<file path="config.mk">
export PLATFORM = sky130hd
export DESIGN_NAME = sdram_init_rfsh_ctrl
export DESIGN_NICKNAME = d
export VERILOG_FILES = /design/src/rtl/sdram_init_rfsh_ctrl_pkg.sv /design/src/rtl/sdram_init_rfsh_ctrl_timer.sv /design/src/rtl/sdram_init_rfsh_ctrl.sv
export SDC_FILE = /design/constraint.sdc
export NUM_CORES = 1
export LEC_CHECK = 0
export BUFFER_PORTS_ARGS = -buffer_cell sky130_fd_sc_hd__clkbuf_2
export CORE_ASPECT_RATIO = 0.6
export CORE_UTILIZATION = 53
export DETAILED_ROUTE_END_ITERATION = 7
export PLACE_DENSITY_LB_ADDON = 0.2
export SETUP_SLACK_MARGIN = 0.15
export SYNTH_ARGS = -nofsm -noshare
export SYNTH_HDL_FRONTEND = slang
export SYNTH_SLANG_ARGS = --single-unit
</file>
<file path="constraint.sdc">
create_clock -name sdram_clk -period 5 [get_ports sdram_clk]
set_clock_uncertainty 0.1 [all_clocks]
set_input_delay 1 -clock sdram_clk [delete_from_list [all_inputs] [get_ports sdram_clk]]
set_output_delay 1 -clock sdram_clk [all_outputs]
set_load 0.005 [all_outputs]
</file>
<file path="src/rtl/sdram_init_rfsh_ctrl_pkg.sv">
// sdram_init_rfsh_ctrl_pkg: command encodings, FSM state codes and mode-word helpers
package sdram_init_rfsh_ctrl_pkg;
    localparam logic [2:0] CMD_NOP = 3'b111;
    localparam logic [2:0] CMD_PRE = 3'b010;
    localparam logic [2:0] CMD_AR  = 3'b001;
    localparam logic [2:0] CMD_LMR = 3'b000;
    localparam logic [12:0] PRE_ALL_ADDR = 13'h0400;
    localparam logic [3:0] S_IDLE        = 4'd0;
    localparam logic [3:0] S_INIT_WAIT   = 4'd1;
    localparam logic [3:0] S_PRE         = 4'd2;
    localparam logic [3:0] S_PRE_WAIT    = 4'd3;
    localparam logic [3:0] S_AR1         = 4'd4;
    localparam logic [3:0] S_AR1_WAIT    = 4'd5;
    localparam logic [3:0] S_AR2         = 4'd6;
    localparam logic [3:0] S_AR2_WAIT    = 4'd7;
    localparam logic [3:0] S_LMR         = 4'd8;
    localparam logic [3:0] S_LMR_WAIT    = 4'd9;
    localparam logic [3:0] S_READY       = 4'd10;
    localparam logic [3:0] S_RF_PRE      = 4'd11;
    localparam logic [3:0] S_RF_PRE_WAIT = 4'd12;
    localparam logic [3:0] S_RF_AR       = 4'd13;
    localparam logic [3:0] S_RF_AR_WAIT  = 4'd14;

    function automatic logic cas_legal(input logic [2:0] cas);
        return cas == 3'b010 || cas == 3'b011;
    endfunction

    function automatic logic [12:0] mode_word(input logic [2:0] cas, input logic [2:0] bl);
        return {3'b000, 1'b0, 2'b00, cas, 1'b0, bl};
    endfunction
endpackage

</file>
<file path="src/rtl/sdram_init_rfsh_ctrl_timer.sv">
// sdram_init_rfsh_ctrl_timer: refresh period counter, saturating pending count, sticky overrun
module sdram_init_rfsh_ctrl_timer #(
    parameter int RFSH_PERIOD = 256,
    parameter int RFMAX       = 4
) (
    input  logic sdram_clk,
    input  logic sdram_rst,
    input  logic run,
    input  logic dec,
    output logic pend,
    output logic overrun
);
    localparam int PW = $clog2(RFSH_PERIOD);
    localparam int NW = $clog2(RFMAX + 1);
    logic [PW-1:0] per;
    logic [NW-1:0] num;
    logic expire;
    assign expire = run && per == PW'(RFSH_PERIOD - 1);
    assign pend = num != '0;
    // free-running period counter while the controller is READY or refreshing
    always_ff @(posedge sdram_clk or posedge sdram_rst) begin
        if (sdram_rst) per <= '0;
        else per <= (!run || expire) ? '0 : per + 1'b1;
    end
    // pending refreshes: expiry adds, refresh issue removes, both together cancel out
    always_ff @(posedge sdram_clk or posedge sdram_rst) begin
        if (sdram_rst) num <= '0;
        else if (!run) num <= '0;
        else if (expire && !dec && num != NW'(RFMAX)) num <= num + 1'b1;
        else if (dec && !expire) num <= num - 1'b1;
    end
    // overrun latches when an expiry finds the pending count already full
    always_ff @(posedge sdram_clk or posedge sdram_rst) begin
        if (sdram_rst) overrun <= 1'b0;
        else if (expire && !dec && num == NW'(RFMAX)) overrun <= 1'b1;
    end
endmodule

</file>
<file path="src/rtl/sdram_init_rfsh_ctrl.sv">
// sdram_init_rfsh_ctrl: SDRAM power-up init sequencer and periodic auto-refresh command generator
module sdram_init_rfsh_ctrl
    import sdram_init_rfsh_ctrl_pkg::*;
#(
    parameter int INIT_WAIT   = 10000,
    parameter int CMD_HOLD    = 2,
    parameter int TRP_D       = 4,
    parameter int TRCAR_D     = 7,
    parameter int RFSH_PERIOD = 256,
    parameter int RFMAX       = 4
) (
    input  logic        sdram_clk,
    input  logic        sdram_rst,
    input  logic        sdram_en,
    input  logic [2:0]  cfg_cas,
    input  logic [2:0]  cfg_bl,
    input  logic        rfsh_gnt,
    output logic        rfsh_req,
    output logic        bus_own,
    output logic        sdram_ras_n,
    output logic        sdram_cas_n,
    output logic        sdram_we_n,
    output logic [12:0] sdram_addr,
    output logic [1:0]  sdram_ba,
    output logic        init_done,
    output logic        cas_err,
    output logic        rfsh_overrun
);
    localparam int CW = $clog2(INIT_WAIT + 1);
    logic [3:0] st, nxt;
    logic [CW-1:0] cnt, len;
    logic [2:0] cmd_nxt;
    logic [12:0] addr_nxt;
    logic en_q, pend, run, dec, done;
    assign done = cnt == len - 1'b1;
    assign run = sdram_en && st >= S_READY;
    assign dec = st == S_RF_PRE_WAIT && nxt == S_RF_AR;
    assign sdram_ba = 2'b00;

    sdram_init_rfsh_ctrl_timer #(.RFSH_PERIOD(RFSH_PERIOD), .RFMAX(RFMAX)) u_timer (
        .sdram_clk(sdram_clk),
        .sdram_rst(sdram_rst),
        .run(run),
        .dec(dec),
        .pend(pend),
        .overrun(rfsh_overrun)
    );

    // dwell time of each timed state; IDLE and READY wait on events instead
    always_comb begin
        len = '0;
        case (st)
            S_INIT_WAIT: len = CW'(INIT_WAIT);
            S_PRE, S_AR1, S_AR2, S_LMR, S_RF_PRE, S_RF_AR: len = CW'(CMD_HOLD);
            S_PRE_WAIT, S_LMR_WAIT, S_RF_PRE_WAIT: len = CW'(TRP_D);
            S_AR1_WAIT, S_AR2_WAIT, S_RF_AR_WAIT: len = CW'(TRCAR_D);
            default: len = '0;
        endcase
    end

    // states are numbered in sequence order, so timed states simply step to the next code
    always_comb begin
        nxt = st;
        case (st)
            S_IDLE: if (!en_q) nxt = S_INIT_WAIT;
            S_READY: if (rfsh_gnt && pend) nxt = S_RF_PRE;
            S_LMR_WAIT, S_RF_AR_WAIT: if (done) nxt = S_READY;
            default: if (done) nxt = st + 4'd1;
        endcase
        if (!sdram_en) nxt = S_IDLE;
    end

    // command and address driven for the current state; disable forces NOP at once
    always_comb begin
        cmd_nxt = CMD_NOP;
        addr_nxt = '0;
        case (st)
            S_PRE, S_RF_PRE: begin
                cmd_nxt = CMD_PRE;
                addr_nxt = PRE_ALL_ADDR;
            end
            S_AR1, S_AR2, S_RF_AR: cmd_nxt = CMD_AR;
            S_LMR: begin
                cmd_nxt = CMD_LMR;
                addr_nxt = mode_word(cas_legal(cfg_cas) ? cfg_cas : 3'b011, cfg_bl);
            end
            default: ;
        endcase
        if (!sdram_en) begin
            cmd_nxt = CMD_NOP;
            addr_nxt = '0;
        end
    end

    // state, dwell counter and enable history for rising-edge detection
    always_ff @(posedge sdram_clk or posedge sdram_rst) begin
        if (sdram_rst) begin
            st <= S_IDLE;
            cnt <= '0;
            en_q <= 1'b0;
        end else begin
            st <= nxt;
            cnt <= (nxt != st || len == '0) ? '0 : cnt + 1'b1;
            en_q <= sdram_en;
        end
    end

    // registered pin and status outputs, one cycle behind the state
    always_ff @(posedge sdram_clk or posedge sdram_rst) begin
        if (sdram_rst) begin
            {sdram_ras_n, sdram_cas_n, sdram_we_n} <= CMD_NOP;
            sdram_addr <= '0;
            bus_own <= 1'b0;
            init_done <= 1'b0;
            rfsh_req <= 1'b0;
            cas_err <= 1'b0;
        end else begin
            {sdram_ras_n, sdram_cas_n, sdram_we_n} <= cmd_nxt;
            sdram_addr <= addr_nxt;
            bus_own <= sdram_en && st >= S_INIT_WAIT && st != S_READY;
            init_done <= sdram_en && st >= S_READY;
            rfsh_req <= sdram_en && st == S_READY && pend && !rfsh_gnt;
            cas_err <= sdram_en && st == S_LMR && cnt == '0 && !cas_legal(cfg_cas);
        end
    end
endmodule
</file>
# ---- Word-level counts from Yosys, hierarchy flattened
# Memories as Yosys holds them, arrays and structs flattened.
# Cells that the tools add are included.
# Widths: inputs -> output; s select.
dict set report classes {
  n_addsub 6
  n_lt_le_gt_ge 2
  eq_ne 20
  n_mux 16
  reduce_logical 31
}
# op n
set op_table {}
lappend op_table {{$eq 4x4->1 const B} 8}
lappend op_table {{$logic_not 14->1} 2}
lappend op_table {{$pmux 11 s2} 1}
lappend op_table {{$mux 4} 5}
lappend op_table {{$logic_and 1x1->1} 16}
lappend op_table {{$mux 3} 5}
lappend op_table {{$add 14x1->14 const B} 1}
lappend op_table {{$eq 14x14->1} 1}
lappend op_table {{$mux 14} 1}
lappend op_table {{$sub 14x1->14 const B} 1}
lappend op_table {{$mux 13} 1}
lappend op_table {{$pmux 4 s3} 1}
lappend op_table {{$pmux 3 s3} 1}
lappend op_table {{$add 8x1->8 const B} 1}
lappend op_table {{$eq 4x3->1 const B} 2}
lappend op_table {{$eq 8x8->1 const B} 1}
lappend op_table {{$mux 8} 1}
lappend op_table {{$eq 3x2->1 const B} 2}
lappend op_table {{$ne 3x3->1 const B} 2}
lappend op_table {{$logic_not 1->1} 5}
lappend op_table {{$add 4x1->4 const B} 1}
lappend op_table {{$eq 4x2->1 const B} 1}
lappend op_table {{$ge 4x1->1 const B} 1}
lappend op_table {{$ge 4x4->1 const B} 1}
lappend op_table {{10 further kinds} 13}
dict set report word_totals {
  register_bits 51
  romBits 128
  input_bits 10
  output_inout_bits 23
  wordCells 90
  memories 1
}
# name depth width read_ports rd_ports_with_merged_regs wr line
set memory_table {}
lappend memory_table {{(no name shown)} 16 8 1 0 0 sdram_init_rfsh_ctrl.sv:52} ;# case (st)

# ---- Depth between registers and ports, before layout
# Gate-level depths: netlist of run 1.
# An unclocked memory read counts as a cell.
dict set report logic_depth {
  word_depth 13
  depth_mapped 26
  depth_no_buf 24
}

# ---- Cells and area by module
# A second synthesis of run 1 with hierarchy kept.
dict set report unflattened {
  hier_cells 311
  hier_area_um2 2982.9
}
# module n_inst cells_each area_per_inst_um2 seq_area_each_um2
set modules_own_cells {}
lappend modules_own_cells {sdram_init_rfsh_ctrl 1 243 2307.2 829.5}
lappend modules_own_cells {sdram_init_rfsh_ctrl_timer 1 68 675.6 300.3}

# ---- Least setup slack after synthesis of run 1
# No wires, ideal clock.
dict set report synth_timing {
  path_type {reg2reg}
  from {register st[1]}
  to {register u_timer.num[2]}
  setup_time_ps 132
  arrival_time_ps 5079
  required_time_ps 4768
  setup_slack_ps -311
  path_stages_with_launch 25
  path_buffers 2
  period_less_slack_ps 5311
  cell_sequence {dfrtp_1 -> clkbuf_1 -> inv_1 -> ha_1 -> and2b_1 -> a221oi_2 -> inv_1 -> ha_1 -> inv_1 -> ha_1 -> xor2_1 -> nor4_1 -> and4_1 -> clkbuf_1 -> inv_1 -> ha_1 -> nor3_1 -> o21ai_1 -> a211oi_2 -> a211o_1 -> nor2_1 -> fa_1 -> nor3b_1 -> mux2i_1 -> a21oi_1}
}
dict set report synth_between {
  elab_chain_len 13
  word_cells_on_any_way 29
  cone_classes {add/sub: 2; order compare: 1; eq/ne: 7; mux: 8; reduce/logical: 10; memory: 1}
}
# item line
set synth_rtl {}
lappend synth_rtl {{start: declaration} sdram_init_rfsh_ctrl.sv:30} ;# logic [3:0] st, nxt;
lappend synth_rtl {{start signal: assignment} sdram_init_rfsh_ctrl.sv:102} ;# st <= nxt;
lappend synth_rtl {{$mem_v2 16x8} n/a}
lappend synth_rtl {{$sub 14x1->14} sdram_init_rfsh_ctrl.sv:35} ;# assign done = cnt == len - 1'b1;
lappend synth_rtl {{$eq 14x14->1} sdram_init_rfsh_ctrl.sv:35}
lappend synth_rtl {{$mux 4 (on tied branches)} {sdram_init_rfsh_ctrl.sv:68, sdram_init_rfsh_ctrl.sv:67}}
lappend synth_rtl {{$pmux 4 s3} sdram_init_rfsh_ctrl.sv:64} ;# case (st)
lappend synth_rtl {{$mux 4} sdram_init_rfsh_ctrl.sv:70} ;# if (!sdram_en) nxt = S_IDLE;
lappend synth_rtl {{$eq 4x4->1} sdram_init_rfsh_ctrl.sv:37} ;# assign dec = st == S_RF_PRE_WAIT && nxt == S_RF_AR;
lappend synth_rtl {{$logic_and 1x1->1} sdram_init_rfsh_ctrl.sv:37}
lappend synth_rtl {{$logic_not 1->1} sdram_init_rfsh_ctrl_timer.sv:29} ;# else if (expire && !dec && num != NW'(RFMAX)) num <= num + 1'b1;
lappend synth_rtl {{$logic_and 1x1->1 (2 in series)} sdram_init_rfsh_ctrl_timer.sv:29}
lappend synth_rtl {{$mux 3} sdram_init_rfsh_ctrl_timer.sv:29}
lappend synth_rtl {{$mux 3} sdram_init_rfsh_ctrl_timer.sv:28} ;# else if (!run) num <= '0;
lappend synth_rtl {{end signal: assignment} sdram_init_rfsh_ctrl_timer.sv:29}
lappend synth_rtl {{end signal: assignment} sdram_init_rfsh_ctrl_timer.sv:30} ;# else if (dec && !expire) num <= num - 1'b1;
lappend synth_rtl {{end: declaration} sdram_init_rfsh_ctrl_timer.sv:16} ;# logic [NW-1:0] num;
# Several ways; a longest one is shown, not always the timed one.
# A chain may end at the register's enable or synchronous reset.

# ---- Worst setup path in the final report of run 1
dict set report layout_timing {
  from {register st[0]}
  to {register u_timer.num[1]}
}
# The elaborated chain is that of the path after synthesis.

==> results of run 1 <==
[layer usage]
layer,global-route usage (%),part of all wire (%)
met3,5.19,7.7
met2,29.0,39
met4,7.56,1.0
met1,39.9,53
met5,0,0
[state kept, by name (all words and copies together), names as in the netlist]
| register | cells |
|---|---|
| cnt | 14 |
| u_timer.per | 8 |
| sdram_addr | 7 |
| st | 4 |
| u_timer.num | 3 |
| bus_own | 1 |
| cas_err | 1 |
| en_q | 1 |
| init_done | 1 |
| rfsh_req | 1 |
| sdram_cas_n | 1 |
| sdram_ras_n | 1 |
| sdram_we_n | 1 |
| u_timer.overrun | 1 |
[worst paths after layout]
path                                 from         endpoint  slack, ns  cells after the start
max in group asynchronous       sdram_rst  u_timer.overrun       3.44                      2
max                                 st[0]   u_timer.num[1]       0.17                     23
min in group asynchronous       sdram_rst    sdram_addr[2]       0.77                      2
min                        u_timer.per[0]   u_timer.per[0]       0.38                      1
max reg2reg                         st[0]   u_timer.num[1]       0.17                     23
min reg2reg                u_timer.per[0]   u_timer.per[0]       0.38                      1
[logic make-up (layout without fill, tap and decap cells)]
group	after synthesis	after routing	synth area share, %
buffers and inverters	40	77	6.87
AND/OR/NAND/NOR	125	125	23.5
adder cells (fa/ha/maj)	15	15	6.74
XOR/XNOR	27	27	8.17
multiplexers	4	4	1.43
flip-flops	45	45	39.0
AO/OA/AOI/OAI	53	53	14.1
other	1	9	0.130
[layout by cell type (no fill, tap or decap), types with 3 or more instances in the layout]
master and count:
dfrtp_1 42, nor2_1 26, clkbuf_2 24, buf_4 24, nand2_1 20, inv_1 18
nand3_1 17, xor2_1 14, xnor2_1 13, ha_1 12, nor2_2 11, a21oi_1 9
o21ai_0 9, conb_1 9, and3_1 6, nor3_1 5, and2_1 5, nand4_1 5
clkbuf_8 5, a21o_1 4, or3_1 3, inv_2 3, nor2b_1 3, o311ai_1 3
mux2i_1 3, dfstp_2 3
[per-stage QoR]
step	setup slack, ns	TNS (ns)	cell area, um^2	hold slack, ns
floorplan	0.160	0	2970	0.348
global placement	0.146	0	3100	0.353
detailed placement	-0.0189	-0.0710	3100	0.360
CTS	0.185	0	3250	0.376
global route	-0.0465	-0.0623	3400	0.405
finish	0.173	0	3400	0.376
[repair_timing]
action | in CTS | in global routing
buffers inserted | 1 | 14
pin swaps | 2 | 14
gates resized for setup | 5 | 12
setup endpoints to repair | 16 | 16
[area by class of cell]
| class | instances | share of cell area [%] |
|---|---|---|
| clock inverters | 2 | 1.14 |
| well taps | 66 | 2.43 |
| repair buffers | 48 | 8.83 |
| inverters | 21 | 2.32 |
| multi-input cells | 233 | 49.9 |
| clock buffers | 6 | 2.13 |
| flip-flops and latches | 45 | 33.2 |
[where the power goes]
group          internal [mW]  leakage, nW  switching (mW)  total [mW]
registers              0.368        0.611         0.00348       0.371
logic                 0.0340        0.907          0.0575      0.0916
clock network          0.150       0.0554           0.135       0.285
total                  0.552         1.57           0.196       0.748
==> key figures, run 1 <==
Outcome
  • Status: finished clean

Clock network
  • CTS tree: done
  • Post-CTS Hold Buffers: 0
  • Root Driver: clkbuf_8
  • Clk Latency, worst-skew pair: 0.31 ns
  • CTS Buf Count: 5
  • Reg clk slew, reported paths: ~0.090 ns
  • Max Buffers Root-to-Sink: 2
  • # clock sinks: 45
  • H-Tree Level Count: 2

Finish
  • Fillcell total: 410
  • Final Net Count: 379
  • Share of cells above drive strength 1: 27.3%
  • Ant diodes: 0
  • Fin util: 66.0%
  • Fin cells: between 400 and 500
  • Register area: 1130 um^2
  • Area of the multi-input gates: 1700 um^2
  • Area Overhead vs Synth: 17.6%

Drt
  • 1st-iter DRT viols: 175
  • Drt via density: 5.77
  • WL final: ~6.8 mm
  • Drt pass-1 iters: 5
  • DRC Markers: 0
  • Drt wl/cell: roughly 16 um
  • Via Count: 2430
  • ANT nets after route: 0

GRT
  • GRT Util Overall: 23.9%
  • First-pass GRT wire length: 10.6 mm
  • Number of global-route vias before repair: 2014
  • Antenna violations before repair: 0
  • Gr ovfl total: 0
  • Largest net degree at the start of global routing: 46

Power and ir drop
  • Maximum vdd drop: 124 uV
  • Leak pwr: 1.57 nW
  • Power consumption: 0.748 mW
  • Pwr dens: 220 nW/um^2

Worst setup path
  • CP Launch Type: register
  • CP Class: register to register
  • Crit-path most repeated cell: ha_1
  • Worst setup EP type: register
  • CP required: 5.14 ns
  • Worst-path fanout max: 4
  • Critical-path cell list: inv_2, ha_4, and2b_2, a221oi_4, buf_4, nor3_4, nand2_1, ha_1, xnor2_1, nand4_1, nor4_4, and4_1, inv_1, ha_1, o211ai_1, o311ai_1, o21ai_2, a211oi_2, a211o_1, nor2_2, fa_2, a21o_1, a21oi_2
  • Worst EP arrival: 4.96 ns
  • Buf/Inv on CP: 3
  • CP top delay family: compound AO/OA/AOI/OAI gates
  • Slowest-stage cell, CP: dfrtp_1
  • CP max stage delay: 0.43 ns

Synth
  • Top cells by count, synth: 42 x dfrtp_1, 27 x nor2_1, 21 x inv_1, 20 x nand2_1, 17 x nand3_1
  • Synth area leader: dfrtp_1
  • Most common cell in the synthesized netlist: dfrtp_1
  • Yosys cell types: 65
  • Seq cells post-synth: 45
  • Area share of the largest cell type after synthesis: 36.3%
  • Main flop type after synthesis: dfrtp_1
  • Post-synth EDFFs: 0
  • Top post-synthesis cells by area: dfrtp_1 36%, ha_1 6.1%, xor2_1 4.2%, xnor2_1 3.9%, nor2_1 3.5%
  • Syn Area/Cell: about 9.3 um^2
  • Post-Synthesis Cells: 310
  • Seq/Total Area, Yosys: 39.0%
  • Syn Std Cell Area: 2890 um^2
  • Synth async-reset ratio: 100%
  • Yosys warns: 0

Placement
  • Global placer's final weighted congestion: 0.912
  • Buffers on Ports: 24
  • Final HPWL DP: 4.75 mm
  • Dpl cells: 398

Floorplan
  • Initial core utilization: ~56%
  • Chip Width: 97.4 um
  • Die area: 5770 um^2
  • Rows: 20
  • Core area: 5150 um^2
  • # IOs: 33
  • Die Ht: 59.2 um

Timing
  • Max Slew Vio Count: 0
  • Final Setup Violations: 0
  • Max Clk Rate: 0.207 GHz
  • Fin. Hold Viols: 0
  • Worst Max-Slew Pin Slew: between 0.9 and 1 ns
  • RSZ-0062 raised after global routing: true
  • Post-route minimum period: 4.83 ns
  • Slew margin rel.: between 30% and 40%
  • Tcrit/Tclk final: 96.5%

Flow run
  • Max-Cap Viols: 0

Min path
  • HP Class: register to register
Power figures use the tool's default switching activity.
==> inputs of run 2 (changes only) <==
--- a/config.mk
+++ b/config.mk
@@ -6,7 +6,6 @@
 export NUM_CORES = 1
 export LEC_CHECK = 0
 export BUFFER_PORTS_ARGS = -buffer_cell sky130_fd_sc_hd__clkbuf_2
-export CORE_ASPECT_RATIO = 0.6
 export CORE_UTILIZATION = 53
 export DETAILED_ROUTE_END_ITERATION = 7
 export PLACE_DENSITY_LB_ADDON = 0.2
==> key figures, run 2 (synthesized netlist as in run 1, its figures left out) <==
GRT
  • Antenna violations before repair: 0 (unchanged)
  • Largest net degree at the start of global routing: 46 (unchanged)
  • GRT Util Overall: 23.7% (-0.24 points)
  • Number of global-route vias before repair: 2142 (+6.4%)
  • First-pass GRT wire length: 10.1 mm (-4.4%)
  • Gr ovfl total: 0 (unchanged)

Finish
  • Area Overhead vs Synth: 15.4%
  • Ant diodes: 0 (unchanged)
  • Register area: 1130 um^2 (+0.11%)
  • Final Instance Area: 3340 um^2 (-1.8%)
  • Area of the multi-input gates: 1700 um^2 (+0.15%)
  • Share of cells above drive strength 1: 25.8% (-1.5 points)
  • Fillcell total: 405 (-1.2%)
  • Commonest non-fill, non-tap cell in the layout: dfrtp_1
  • Number of flip-flops in the largest register: 14 (unchanged)
  • Top reg by flops: cnt
  • Biggest regs: cnt x14, u_timer.per x8, sdram_addr x7
  • Most frequent cells in the layout: 41 x dfrtp_1, 26 x nor2_1, 24 x clkbuf_2, 20 x nand2_1
  • Final Net Count: 369 (-2.6%)

Worst setup path
  • CP Class: register to register
  • CP required: 5.13 ns (about the same)
  • Worst EP arrival: 4.78 ns (-0.18 ns)
  • CP max stage delay: 0.47 ns (+0.04 ns)
  • Crit-path most repeated cell: ha_4
  • Worst-path fanout max: 6 (+2)
  • WP depth: 22 (-4.3%)
  • Critical-path cell list: inv_4, ha_4, and2b_1, a221oi_4, inv_1, ha_2, inv_1, ha_4, xor2_1, nor4_2, and4_1, inv_2, ha_4, o211ai_1, o311ai_1, o21ai_2, a211oi_2, a211o_1, nor2_2, fa_2, a21o_1, a21oi_1
  • Slowest-stage cell, CP: dfrtp_2
  • Buf/Inv on CP: 4 (+1)
  • Reg2Reg Depth: 22 (-4.3%)
  • CP Launch Type: register
  • CP top delay family: compound AO/OA/AOI/OAI gates
  • Worst setup EP type: register

Placement
  • Global placer's final weighted congestion: 0.929 (+1.8%)
  • Buffers on Ports: 24 (unchanged)
  • Placement Cell Area: 3090 um^2 (about the same)
  • Final HPWL DP: 4.55 mm (-4.0%)

Clock network
  • Max Buffers Root-to-Sink: 2 (unchanged)
  • Clk Latency, worst-skew pair: 0.30 ns (about the same)
  • CTS tree: done
  • # clock sinks: 45 (unchanged)
  • Reg clk slew, reported paths: 0.09 ns (about the same)
  • H-Tree Level Count: 2 (unchanged)
  • CTS Buf Count: 5 (unchanged)
  • Root Driver: clkbuf_8

Power and ir drop
  • Pwr dens: 221 nW/um^2 (+0.76%)
  • Clk pwr share: 38.2% (about the same)
  • Sw power: 0.190 mW (-2.9%)
  • Sw frac: 25.7% (-0.48 points)
  • Leak pwr: 1.52 nW (-3.3%)
  • Sequential cell fraction of total power: 50.1% (+0.5 points)
  • Combinational power share: 11.6% (-0.6 points)
  • Maximum vdd drop: 172 uV (+39%)
  • Internal power: 0.550 mW (-0.44%)

Drt
  • Drt pass-1 iters: 4 (-1)
  • Drt via density: 5.63 (-2.5%)
  • ANT nets after route: 0 (unchanged)
  • 1st-iter DRT viols: 205 (+17%)
  • WL final: 6.38 mm (-6.7%)
  • DRC Markers: 0 (unchanged)
  • Drt wl/cell: 15.4 um (-5.3%)
  • Via Count: 2335 (-3.9%)

Timing
  • Final Setup Violations: 0 (unchanged)
  • Slew margin rel.: 38.9% (+0.93 points)
  • Post-route minimum period: 4.64 ns (-0.183 ns)
  • Max Slew Vio Count: 0 (unchanged)
  • Fin. Hold Viols: 0 (unchanged)
  • Tcrit/Tclk final: 92.9% (-3.7 points)
  • Setup TNS: 0 ns (unchanged)
  • Max Clk Rate: 0.215 GHz (+3.9%)
  • RSZ-0062 raised after global routing: false
  • Worst Max-Slew Pin Slew: 0.915 ns (-0.0140 ns)

Min path
  • HP Class: register to register
  • Hold path depth: 1 (unchanged)

Floorplan
  • Die Ht: 75.9 um (+28%)
  • Rows: 26 (+30%)
  • Core area: 5170 um^2 (+0.34%)
  • # IOs: 33 (unchanged)
  • Die area: 5760 um^2 (-0.17%)
  • Initial core utilization: 56.0% (-0.19 points)
  • Chip Width: 75.9 um (-22%)

Flow run
  • Max-Cap Viols: 0 (unchanged)

Outcome
  • Status: finished clean
-- run 2: cell count changes in the layout (fill, tap and decap cells not counted), sizes merged --
cell / change
buf: -10
clkbuf: -1
inv: +1
-- run 2: final timing paths --
check                           startpoint               to  slack [ns]
hold reg to reg            u_timer.overrun  u_timer.overrun        0.38
max in group asynchronous        sdram_rst            st[1]        3.41
min in group asynchronous        sdram_rst   u_timer.per[0]        0.77
setup / recovery                     st[1]   u_timer.num[1]        0.36
hold / removal             u_timer.overrun  u_timer.overrun        0.38
setup reg to reg                     st[1]   u_timer.num[1]        0.36
-- run 2: what timing repair did --
action,4_1_cts,5_1_grt
buffers inserted,1,5
pin swaps,2,11
hold buffers,0,0
endpoints found under the setup margin,16,16
gates resized for setup,1,17
-- run 2: layout make-up --
| type | count | share of cell area, % |
|---|---|---|
| Clock inverter | 3 | 1.31 |
| Tap cell | 70 | 2.62 |
| Clock buffer | 5 | 2.06 |
| Sequential cell | 45 | 33.9 |
| Multi-Input combinational cell | 233 | 51.0 |
| Inverter | 21 | 2.44 |
| Timing Repair Buffer | 38 | 6.74 |
-- run 2: power groups by stage --
stage          clock network (mW)  registers, mW  logic [mW]
5_1_grt                     0.301          0.371      0.0956
4_1_cts                     0.287          0.371      0.0781
3_3_place_gp                    0          0.378      0.0741
3_5_place_dp                    0          0.378      0.0753
6_report                    0.283          0.371      0.0860
2_1_floorplan                   0          0.379      0.0607
-- run 2: per-layer routing --
layer  up-vias  global-route usage (%)  part of all wire [%]
met5         -                       0                     0
met4         0                    7.82                   1.8
met3        14                    4.10                   4.2
met2        59                    38.0                    48
met1      1135                    32.5                    46
li1       1127                       -                     -
-- run 2: metrics by stage --
step           std cells  utilization [%]  setup slack [ns]  total power [mW]  hold slack, ns
2_1_floorplan        318                -             0.160             0.439           0.348
3_3_place_gp         401             59.8             0.213             0.452           0.355
3_5_place_dp         401             59.8            0.0307             0.453           0.360
4_1_cts              410             62.3             0.102             0.736           0.382
5_1_grt              415             64.6            0.0987             0.768           0.400
6_report             415             64.6             0.356             0.740           0.377
-- run 2: worst reg2reg max path, cell delays in order (launching register included) --
cell and delay (ns):
dfrtp_2 0.47, inv_4 0.10, ha_4 0.22, and2b_1 0.18, a221oi_4 0.34, inv_1 0.10
ha_2 0.19, inv_1 0.08, ha_4 0.20, xor2_1 0.16, nor4_2 0.25, and4_1 0.27
inv_2 0.05, ha_4 0.14, o211ai_1 0.11, o311ai_1 0.16, o21ai_2 0.18, a211oi_2 0.09
a211o_1 0.35, nor2_2 0.13, fa_2 0.45, a21o_1 0.16, a21oi_1 0.13
